## src/rtl/pwm_capture.sv

```systemverilog
// pwm_capture: decodes a servo/ESC PWM input into an 8-bit command value.
// Measures each pulse's high time in prescaled ticks, validates it, maps MIN_W..MAX_W
// linearly onto 0..255 and flags rejected pulses and loss of signal.
// Optional feature: define PWM_CAPTURE_AVG_EN to average each accepted value with the
// previous one (first accepted value after reset / signal loss is loaded raw).
module pwm_capture #(
    parameter int unsigned PRESCALE = 200,
    parameter int unsigned MIN_W    = 25,
    parameter int unsigned MAX_W    = 125,
    parameter int unsigned TOL      = 5,
    parameter int unsigned TIMEOUT  = 3000
) (
    input  logic       clk,
    input  logic       rst_n,
    input  logic       en,
    input  logic       pwm_in,
    output logic [7:0] value,
    output logic       valid,
    output logic       err,
    output logic       signal_lost,
    output logic [9:0] width
);

    localparam int unsigned PsW = (PRESCALE > 1) ? $clog2(PRESCALE) : 1;
    localparam int unsigned ToW = $clog2(TIMEOUT + 1);

    localparam logic [PsW-1:0] PsMax = PsW'(PRESCALE - 1);
    localparam logic [ToW-1:0] ToMax = ToW'(TIMEOUT);
    localparam logic [9:0]     RejLo = 10'(MIN_W - TOL);
    localparam logic [9:0]     RejHi = 10'(MAX_W + TOL);
    localparam logic [9:0]     MinW  = 10'(MIN_W);
    localparam logic [9:0]     MaxW  = 10'(MAX_W);
    localparam logic [17:0]    Span  = 18'(MAX_W - MIN_W);

    typedef enum logic [1:0] {StWaitLow, StIdle, StHigh} state_e;

    state_e         state_q, state_d;
    logic           sync1_q, sync2_q, sync3_q;
    logic           rise, fall, tick;
    logic [PsW-1:0] psc_q;
    logic [9:0]     cnt_q, cnt_d, cnt_inc;
    logic [ToW-1:0] to_q, to_d;
    logic           lost_q, lost_d;
    logic [7:0]     value_q, value_d;
    logic [9:0]     width_q, width_d;
    logic           valid_q, valid_d;
    logic           err_q, err_d;
    logic [17:0]    scaled;
    logic [7:0]     new_val, accept_val;

    assign rise = sync2_q & ~sync3_q;
    assign fall = ~sync2_q & sync3_q;
    assign tick = (psc_q == PsMax);

    // Input synchronizer plus edge-detect stage. Reset to 1 so a pulse already in
    // progress at reset release is not seen as a rising edge.
    always_ff @(posedge clk or negedge rst_n) begin
        if (!rst_n) begin
            sync1_q <= 1'b1;
            sync2_q <= 1'b1;
            sync3_q <= 1'b1;
        end else begin
            sync1_q <= pwm_in;
            sync2_q <= sync1_q;
            sync3_q <= sync2_q;
        end
    end

    // Free-running measurement tick prescaler, independent of en.
    always_ff @(posedge clk or negedge rst_n) begin
        if (!rst_n) begin
            psc_q <= '0;
        end else begin
            psc_q <= tick ? '0 : psc_q + 1'b1;
        end
    end

    // Width-to-value mapping; the tick landing on the fall cycle still counts.
    always_comb begin
        cnt_inc = cnt_q + {9'd0, tick};
        scaled  = ({8'd0, cnt_inc} - {8'd0, MinW}) * 18'd255;
        if (cnt_inc < MinW) begin
            new_val = 8'd0;
        end else if (cnt_inc > MaxW) begin
            new_val = 8'hff;
        end else begin
            new_val = 8'(scaled / Span);
        end
    end

`ifdef PWM_CAPTURE_AVG_EN
    logic [8:0] avg_sum;

    // Rounded average with the previous value; signal_lost marks a fresh start.
    always_comb begin
        avg_sum    = {1'b0, value_q} + {1'b0, new_val} + 9'd1;
        accept_val = lost_q ? new_val : 8'(avg_sum >> 1);
    end
`else
    assign accept_val = new_val;
`endif

    // Capture FSM: next state, high counter and result strobes.
    always_comb begin
        state_d = state_q;
        cnt_d   = cnt_q;
        value_d = value_q;
        width_d = width_q;
        valid_d = 1'b0;
        err_d   = 1'b0;
        if (!en) begin
            state_d = StWaitLow;
            cnt_d   = '0;
        end else begin
            case (state_q)
                StWaitLow: begin
                    if (!sync2_q) state_d = StIdle;
                end
                StIdle: begin
                    if (rise) begin
                        cnt_d   = '0;
                        state_d = StHigh;
                    end
                end
                StHigh: begin
                    cnt_d = cnt_inc;
                    if (fall) begin
                        state_d = StIdle;
                        width_d = cnt_inc;
                        if (cnt_inc < RejLo || cnt_inc > RejHi) begin
                            err_d = 1'b1;
                        end else begin
                            valid_d = 1'b1;
                            value_d = accept_val;
                        end
                    end else if (cnt_inc > RejHi) begin
                        // Stuck-high pulse: reject now, ignore its eventual fall.
                        err_d   = 1'b1;
                        width_d = cnt_inc;
                        state_d = StWaitLow;
                    end
                end
                default: state_d = StWaitLow;
            endcase
        end
    end

    // Saturating timeout counter and signal-lost flag.
    always_comb begin
        to_d   = to_q;
        lost_d = lost_q;
        if (!en) begin
            to_d   = '0;
            lost_d = 1'b1;
        end else if (valid_d) begin
            to_d   = '0;
            lost_d = 1'b0;
        end else begin
            if (tick && to_q != ToMax) to_d = to_q + 1'b1;
            if (to_d >= ToMax) lost_d = 1'b1;
        end
    end

    // State and output registers.
    always_ff @(posedge clk or negedge rst_n) begin
        if (!rst_n) begin
            state_q <= StWaitLow;
            cnt_q   <= '0;
            to_q    <= '0;
            lost_q  <= 1'b1;
            value_q <= '0;
            width_q <= '0;
            valid_q <= 1'b0;
            err_q   <= 1'b0;
        end else begin
            state_q <= state_d;
            cnt_q   <= cnt_d;
            to_q    <= to_d;
            lost_q  <= lost_d;
            value_q <= value_d;
            width_q <= width_d;
            valid_q <= valid_d;
            err_q   <= err_d;
        end
    end

    assign value       = value_q;
    assign valid       = valid_q;
    assign err         = err_q;
    assign signal_lost = lost_q;
    assign width       = width_q;

endmodule

```

## config.mk

```make
export PLATFORM = sky130hd
export DESIGN_NAME = pwm_capture
export DESIGN_NICKNAME = d
export VERILOG_FILES = /design/src/rtl/pwm_capture.sv
export SDC_FILE = /design/constraint.sdc
export NUM_CORES = 1
export LEC_CHECK = 0
export CAP_MARGIN = 15
export CELL_PAD_IN_SITES_DETAIL_PLACEMENT = 0
export CELL_PAD_IN_SITES_GLOBAL_PLACEMENT = 1
export CORE_MARGIN = 4
export CORE_UTILIZATION = 47
export CTS_CLUSTER_DIAMETER = 120
export DETAILED_ROUTE_END_ITERATION = 7
export GPL_ROUTABILITY_DRIVEN = 0
export MAX_ROUTING_LAYER = met4
export PLACE_DENSITY = 0.79
export REMOVE_ABC_BUFFERS = 1
export SKIP_LAST_GASP = 1
export SYNTH_ARGS = -nofsm -noshare
export SYNTH_HDL_FRONTEND = slang
export SYNTH_SLANG_ARGS = --single-unit
```

## constraint.sdc

```tcl
create_clock -name clk -period 34.8 [get_ports clk]
set_clock_uncertainty 0.1 [all_clocks]
set_input_delay 5.22 -clock clk [delete_from_list [all_inputs] [get_ports clk]]
set_output_delay 5.22 -clock clk [all_outputs]
set_load 0.05 [all_outputs]
```

==> results.sh, run 1 <==
export IMPL_worst_ep_required_time_ns=34.88
export IMPL_final_layout_size_suffix_gt1_frac=0.0807
export IMPL_i_o_pins=25
export IMPL_final_hold_viols=0
export IMPL_cp_end_kind="register"
export IMPL_report_final_slew_viol_count=0
export IMPL_drt_antenna_violating_nets=0
export IMPL_start_kind="register"
export IMPL_finalCriticalPeriod_ns=20.21
export IMPL_avgSynthCellArea_sq_um=7.80
export IMPL_dr_pass1_iters=7
export IMPL_tritoncts="built"
export IMPL_drc=0
export IMPL_global_route_overflow_total=0
export IMPL_critical_path_class="reg2reg"
export IMPL_netlist_cell_type_count=125
export IMPL_grt_total_usage=0.236
export IMPL_totalPowerFinal_uw=136
export IMPL_nets=1443
export IMPL_viasPerCell=6.17
export IMPL_fp_dieArea_sq_mm=0.0251
export IMPL_max_cap_violations=0
export IMPL_crit_path_top_delay_cell="xnor2_1"
export IMPL_cts_reportedPaths_clkPinSlew_ns=0.07
export IMPL_layout_filler_cells=2202
export IMPL_postSynth_asyncResetShare=1.00
export IMPL_setup_total_negative_slack_ns=0
export IMPL_final_design_utilization=0.507
export IMPL_cts_setup_buffers=0
export IMPL_first_iter_violations=736
export IMPL_cts_made_buffers=5
export IMPL_tightest_slew_ns=1.03
export IMPL_timing_critical_path_arrival_ns=20.30
export IMPL_coreArea_sq_mm=0.0220
export IMPL_critical_path_most_common_cell="ha_1"
export IMPL_max_vdd_ir_drop_uv=18.0
export IMPL_achievable_frequency_mhz=49.5
export IMPL_post_synthesis_to_final_layout_area_growth_pct=5.00
export IMPL_cp_slowest_stage_delay_ns=0.80
export IMPL_grt_pass1_vias=9680
export IMPL_post_cts_resized=0
export IMPL_route_detailed_wl_per_inst_um=17.4
export IMPL_seq_area_frac_synth=0.132
export IMPL_yosys_register_bits=56
export IMPL_n_antenna_cell=0
export IMPL_postCtsHoldBufs=0
export IMPL_status="complete, no violations"
export IMPL_cellLeakagePower_nw=4.65
export IMPL_yosys_most_used_dff="dfrtp_1"
export IMPL_crit_fanout=17
export IMPL_grt_max_degree=51
export IMPL_core_rowCount=54
export IMPL_total_of_endpoints_with_negative_setup_slack_in_the_final_report=0
export IMPL_port_buffer_count=24
export IMPL_cts_root_buf="clkbuf_16"
export IMPL_die_h_um=158
export IMPL_place_detailed_hpwl_mm=22.7
export IMPL_synth_edff_count=0
export IMPL_grt_setup_unrepaired="no"
export IMPL_class_of_the_tightest_hold_or_removal_check="reg2reg"
export IMPL_worst_skew_pair_late_latency_ns=0.29
export IMPL_cells_after_synth=1365
export IMPL_drt_wl_total_mm=28.4
export IMPL_die_width_um=158
export IMPL_timing_final_crit_share=0.581
export IMPL_cts_sinks=56
export IMPL_ctsLongestPathBuffers=2
export IMPL_yosysWarningCount=0
export IMPL_initial_antenna_violation_count=0
export IMPL_vias=10100
export IMPL_timing_max_slew_rel_slack=0.306
export IMPL_power_per_cell_area_mw_per_mm2=12.2
export IMPL_htree_num_levels=2
export IMPL_syn_area_sq_mm=0.0106
export IMPL_initial_core_util=0.483
export IMPL_first_pass_grt_wire_length_mm=48.6
## layer usage
| layer | up-vias | track usage | wire (um) |
|---|---|---|---|
| li1 | 4982 | - | - |
| met1 | 4792 | 0.325 | 13400 |
| met2 | 245 | 0.391 | 13500 |
| met3 | 37 | 0.00870 | 1010 |
| met4 | 0 | 0.0512 | 491 |
| met5 | - | - | 0 |
## cell usage after synthesis, drive strengths merged (11+ instances only)
library cell  number  area [sq um]
nand3             38           213
mux2i             20           200
a21oi             62           344
a31oi             33           219
nand2b            14          95.1
o211ai            21           158
mux2              13           158
nor3              48           273
a21o              20           158
fa                45           901
o31ai             11          92.6
nand4             14          87.6
a211oi            27           243
dfrtp             52          1300
xnor2             56           513
a22o              11          96.3
or3               20           135
nor2b             11          71.3
buf               24           178
nor4              12          75.1
xor2              32           288
nand2            120           455
and2              20           130
o21ai             80           404
inv              117           439
nor2             140           554
clkbuf            33           124
and3              26           163
ha                44           551
## worst max-delay path: cells and delay by family, from the launching register on
kind,cells,cell delay [ns]
multiplexers,1,0.38
AND/OR/NAND/NOR,13,3.31
flip-flops,1,0.37
adder cells (fa/ha/maj),9,3.63
buffers and inverters,4,0.73
XOR/XNOR,5,1.73
AO/OA/AOI/OAI,30,9.80
## where the power goes
group	switching (mW)	leakage, nW	internal (mW)	total (mW)
registers	0.000888	0.749	0.0667	0.0676
logic	0.00791	3.82	0.00339	0.0113
clock network	0.0228	0.0815	0.0343	0.0570
## worst paths after layout
kind / slack (ns) / startpoint / cells past startpoint / to
setup / recovery: 14.59 / psc_q[0]$_DFF_PN0_ / 62 / value[0]$_DFFE_PN0P_
hold / removal: 0.26 / sync1_q$_DFF_PN1_ / 0 / sync2_q$_DFF_PN1_
setup reg to reg: 14.59 / psc_q[0]$_DFF_PN0_ / 62 / value[0]$_DFFE_PN0P_
hold reg to reg: 0.26 / sync1_q$_DFF_PN1_ / 0 / sync2_q$_DFF_PN1_
max in group asynchronous: 29.12 / rst_n / 2 / width[0]$_DFFE_PN0P_
min in group asynchronous: 4.65 / rst_n / 1 / width[3]$_DFFE_PN0P_
## metrics by stage
stage / hold slack [ns] / std cells / area, sq um / setup slack, ns
final: 0.260 / 1631 / 11200 / 14.59
after global routing: 0.267 / 1631 / 11200 / 13.08
after CTS: 0.262 / 1630 / 11200 / 14.57
after detailed placement: 0.247 / 1622 / 11000 / 14.65
after global placement: 0.250 / 1622 / 11000 / 14.86
after floorplan: 0.245 / 1308 / 10300 / 17.02
## state kept, by name, summed over array words and instances (netlist names)
register and count:
to_q 12, cnt_q 10, width 10, psc_q 8, value 8, state_q 2
err 1, signal_lost 1, sync1_q 1, sync2_q 1, sync3_q 1, valid 1
## placed cells by master, fill, tap and decap left out, drive strengths merged, types with 20 or more instances in the layout
master,instances
a211oi,27
a21o,20
a21oi,62
a31oi,33
and2,20
and3,26
clkdlybuf4s50,23
dfrtp,52
fa,45
ha,44
inv,118
mux2i,20
nand2,120
nand3,38
nor2,140
nor3,48
o211ai,21
o21ai,80
or3,20
xnor2,56
xor2,32
## layout make-up
class                           instances  area (sq um)  share of cell area
Clock inverter                          2          38.8             0.00347
Sequential cell                        56          1410               0.126
Multi-Input combinational cell       1134          8490               0.760
Timing Repair Buffer                   35           315              0.0282
Tap cell                              280           350              0.0314
Inverter                              118           443              0.0396
Clock buffer                            6           129              0.0115
## cells by family (layout without fill, tap and decap cells)
kind of cell	count (synthesis)	after routing	share of synthesized area
buf+inv	175	161	0.0700
mux	33	33	0.0336
fa+ha+maj	89	89	0.136
simple gates	511	511	0.251
xor+xnor	90	90	0.0796
flops	56	56	0.132
compound gates	411	411	0.297
No activity file was read; power rests on OpenSTA's default activity.
==> inputs of run 2 (changes only) <==
- clock period: 34.8 -> 19.2 ns (I/O delays scaled with it)
==> results.sh, run 2 (synthesis results as in run 1) <==
export IMPL_global_route_overflow_total=0
export IMPL_htree_num_levels=2
export IMPL_top_register="to_q"
export IMPL_power_per_cell_area_mw_per_mm2=21.7
export IMPL_cts_root_buf="clkbuf_16"
export IMPL_post_synthesis_to_final_layout_area_growth_pct=7.51
export IMPL_initial_core_util=0.483
export IMPL_grt_setup_unrepaired="no"
export IMPL_power_sequential_fraction=0.494
export IMPL_timing_final_crit_share=0.936
export IMPL_fp_dieArea_sq_mm=0.0251
export IMPL_cts_made_buffers=5
export IMPL_grt_max_degree=57
export IMPL_timing_critical_path_arrival_ns=18.05
export IMPL_drt_wl_total_mm=28.8
export IMPL_final_hold_viols=0
export IMPL_class_of_the_tightest_hold_or_removal_check="reg2reg"
export IMPL_drc=0
export IMPL_finish_cell_count_without_fillers=1647
export IMPL_cts_reportedPaths_clkPinSlew_ns=0.07
export IMPL_cp_end_kind="register"
export IMPL_leading_cell_types_in_the_layout_fill_and_taps_excluded="135 x nor2_1, 118 x nand2_1, 117 x inv_1"
export IMPL_cp_slowest_stage_delay_ns=0.65
export IMPL_coreArea_sq_mm=0.0220
export IMPL_grt_total_usage=0.236
export IMPL_vias=10100
export IMPL_initial_antenna_violation_count=0
export IMPL_i_o_pins=25
export IMPL_max_cap_violations=0
export IMPL_first_iter_violations=715
export IMPL_total_of_endpoints_with_negative_setup_slack_in_the_final_report=0
export IMPL_tightest_slew_ns=0.910
export IMPL_dr_pass1_iters=6
export IMPL_n_antenna_cell=0
export IMPL_max_vdd_ir_drop_uv=42.9
export IMPL_power_share_combinational=0.082
export IMPL_first_pass_grt_wire_length_mm=48.7
export IMPL_switching_share=0.237
export IMPL_nets=1459
export IMPL_cellLeakagePower_nw=4.75
export IMPL_die_width_um=158
export IMPL_final_layout_size_suffix_gt1_frac=0.107
export IMPL_setup_total_negative_slack_ns=0
export IMPL_crit_path_top_delay_cell="or4_4"
export IMPL_critical_path_class="reg2reg"
export IMPL_viasPerCell=6.15
export IMPL_grt_pass1_vias=9618
export IMPL_core_rowCount=54
export IMPL_achievable_frequency_mhz=55.7
export IMPL_finalCriticalPeriod_ns=17.97
export IMPL_drt_antenna_violating_nets=0
export IMPL_place_detailed_hpwl_mm=22.8
export IMPL_layout_commonest_cell="nor2_1"
export IMPL_worst_skew_pair_late_latency_ns=0.29
export IMPL_totalPowerFinal_uw=248
export IMPL_power_switching_uw=58.7
export IMPL_layout_filler_cells=2191
export IMPL_report_final_slew_viol_count=0
export IMPL_intPower_uw=189
export IMPL_die_h_um=158
export IMPL_tritoncts="built"
export IMPL_critical_path_most_common_cell="ha_1"
export IMPL_start_kind="register"
export IMPL_largest_reg_flops=12
export IMPL_worst_ep_required_time_ns=19.28
export IMPL_crit_fanout=11
export IMPL_ctsLongestPathBuffers=2
export IMPL_status="complete, no violations"
export IMPL_timing_max_slew_rel_slack=0.390
export IMPL_route_detailed_wl_per_inst_um=17.5
export IMPL_cts_sinks=56
export IMPL_number_of_placed_cells_counting_well_taps=1629
export IMPL_port_buffer_count=24
export IMPL_p_clk_frac=0.423
==> run 2: final cells by class <==
type / instances / area (sq um) / area share
repair buffers: 51 / 438 / 0.0383
inverters: 118 / 443 / 0.0387
well taps: 280 / 350 / 0.0306
clock buffers: 5 / 125 / 0.0109
flip-flops and latches: 56 / 1410 / 0.123
clock inverters: 3 / 46.3 / 0.00405
multi-input cells: 1134 / 8630 / 0.755
==> run 2: through the flow <==
| stage | worst slack [ns] | utilization | hold slack (ns) | cell area [sq um] |
|---|---|---|---|---|
| finish | 1.23 | 0.519 | 0.280 | 11400 |
| global placement | 0.620 | 0.502 | 0.263 | 11100 |
| detailed placement | 0.557 | 0.502 | 0.263 | 11100 |
| floorplan | 1.42 | - | 0.245 | 10300 |
| CTS | 0.413 | 0.510 | 0.285 | 11200 |
| global route | 0.0427 | 0.519 | 0.284 | 11400 |
==> run 2: worst paths after layout <==
kind | from | to | slack (ns) | depth (start not counted)
min in group asynchronous | rst_n | width[8]$_DFFE_PN0P_ | 2.60 | 2
setup reg to reg | psc_q[0]$_DFF_PN0_ | value[0]$_DFFE_PN0P_ | 1.23 | 62
hold reg to reg | sync1_q$_DFF_PN1_ | sync2_q$_DFF_PN1_ | 0.28 | 0
setup / recovery | psc_q[0]$_DFF_PN0_ | value[0]$_DFFE_PN0P_ | 1.23 | 62
hold / removal | sync1_q$_DFF_PN1_ | sync2_q$_DFF_PN1_ | 0.28 | 0
max in group asynchronous | rst_n | value[7]$_DFFE_PN0P_ | 15.92 | 2
==> run 2: repair_timing <==
| item | in CTS | in global routing |
|---|---|---|
| endpoints found under the setup margin | 0 | 2 |
| gates resized for setup | 0 | 28 |
| hold buffers | 0 | 0 |
| setup buffers | 0 | 10 |
==> run 2: power by group through the flow <==
stage | Combinational (mW) | Sequential [mW] | Clock [mW]
5_1_grt | 0.0223 | 0.123 | 0.113
6_report | 0.0204 | 0.123 | 0.105
3_3_place_gp | 0.0206 | 0.125 | 0
2_1_floorplan | 0.00367 | 0.133 | 0
4_1_cts | 0.0208 | 0.123 | 0.107
3_5_place_dp | 0.0207 | 0.125 | 0
==> run 2: per-layer routing <==
| layer | GRT usage | wire, um | vias up |
|---|---|---|---|
| met5 | - | 0 | - |
| met4 | 0.0398 | 348 | 0 |
| met3 | 0.00870 | 1080 | 32 |
| met2 | 0.395 | 13700 | 251 |
| met1 | 0.326 | 13600 | 4844 |
| li1 | - | - | 5007 |
==> run 2: critical path: cells and delay by family, from the launching register on <==
kind / cells / cell delay, ns
adder cells (fa/ha/maj): 9 / 3.50
buffers and inverters: 5 / 0.49
AO/OA/AOI/OAI: 25 / 7.42
AND/OR/NAND/NOR: 14 / 3.39
multiplexers: 4 / 1.36
flip-flops: 1 / 0.39
XOR/XNOR: 5 / 1.12
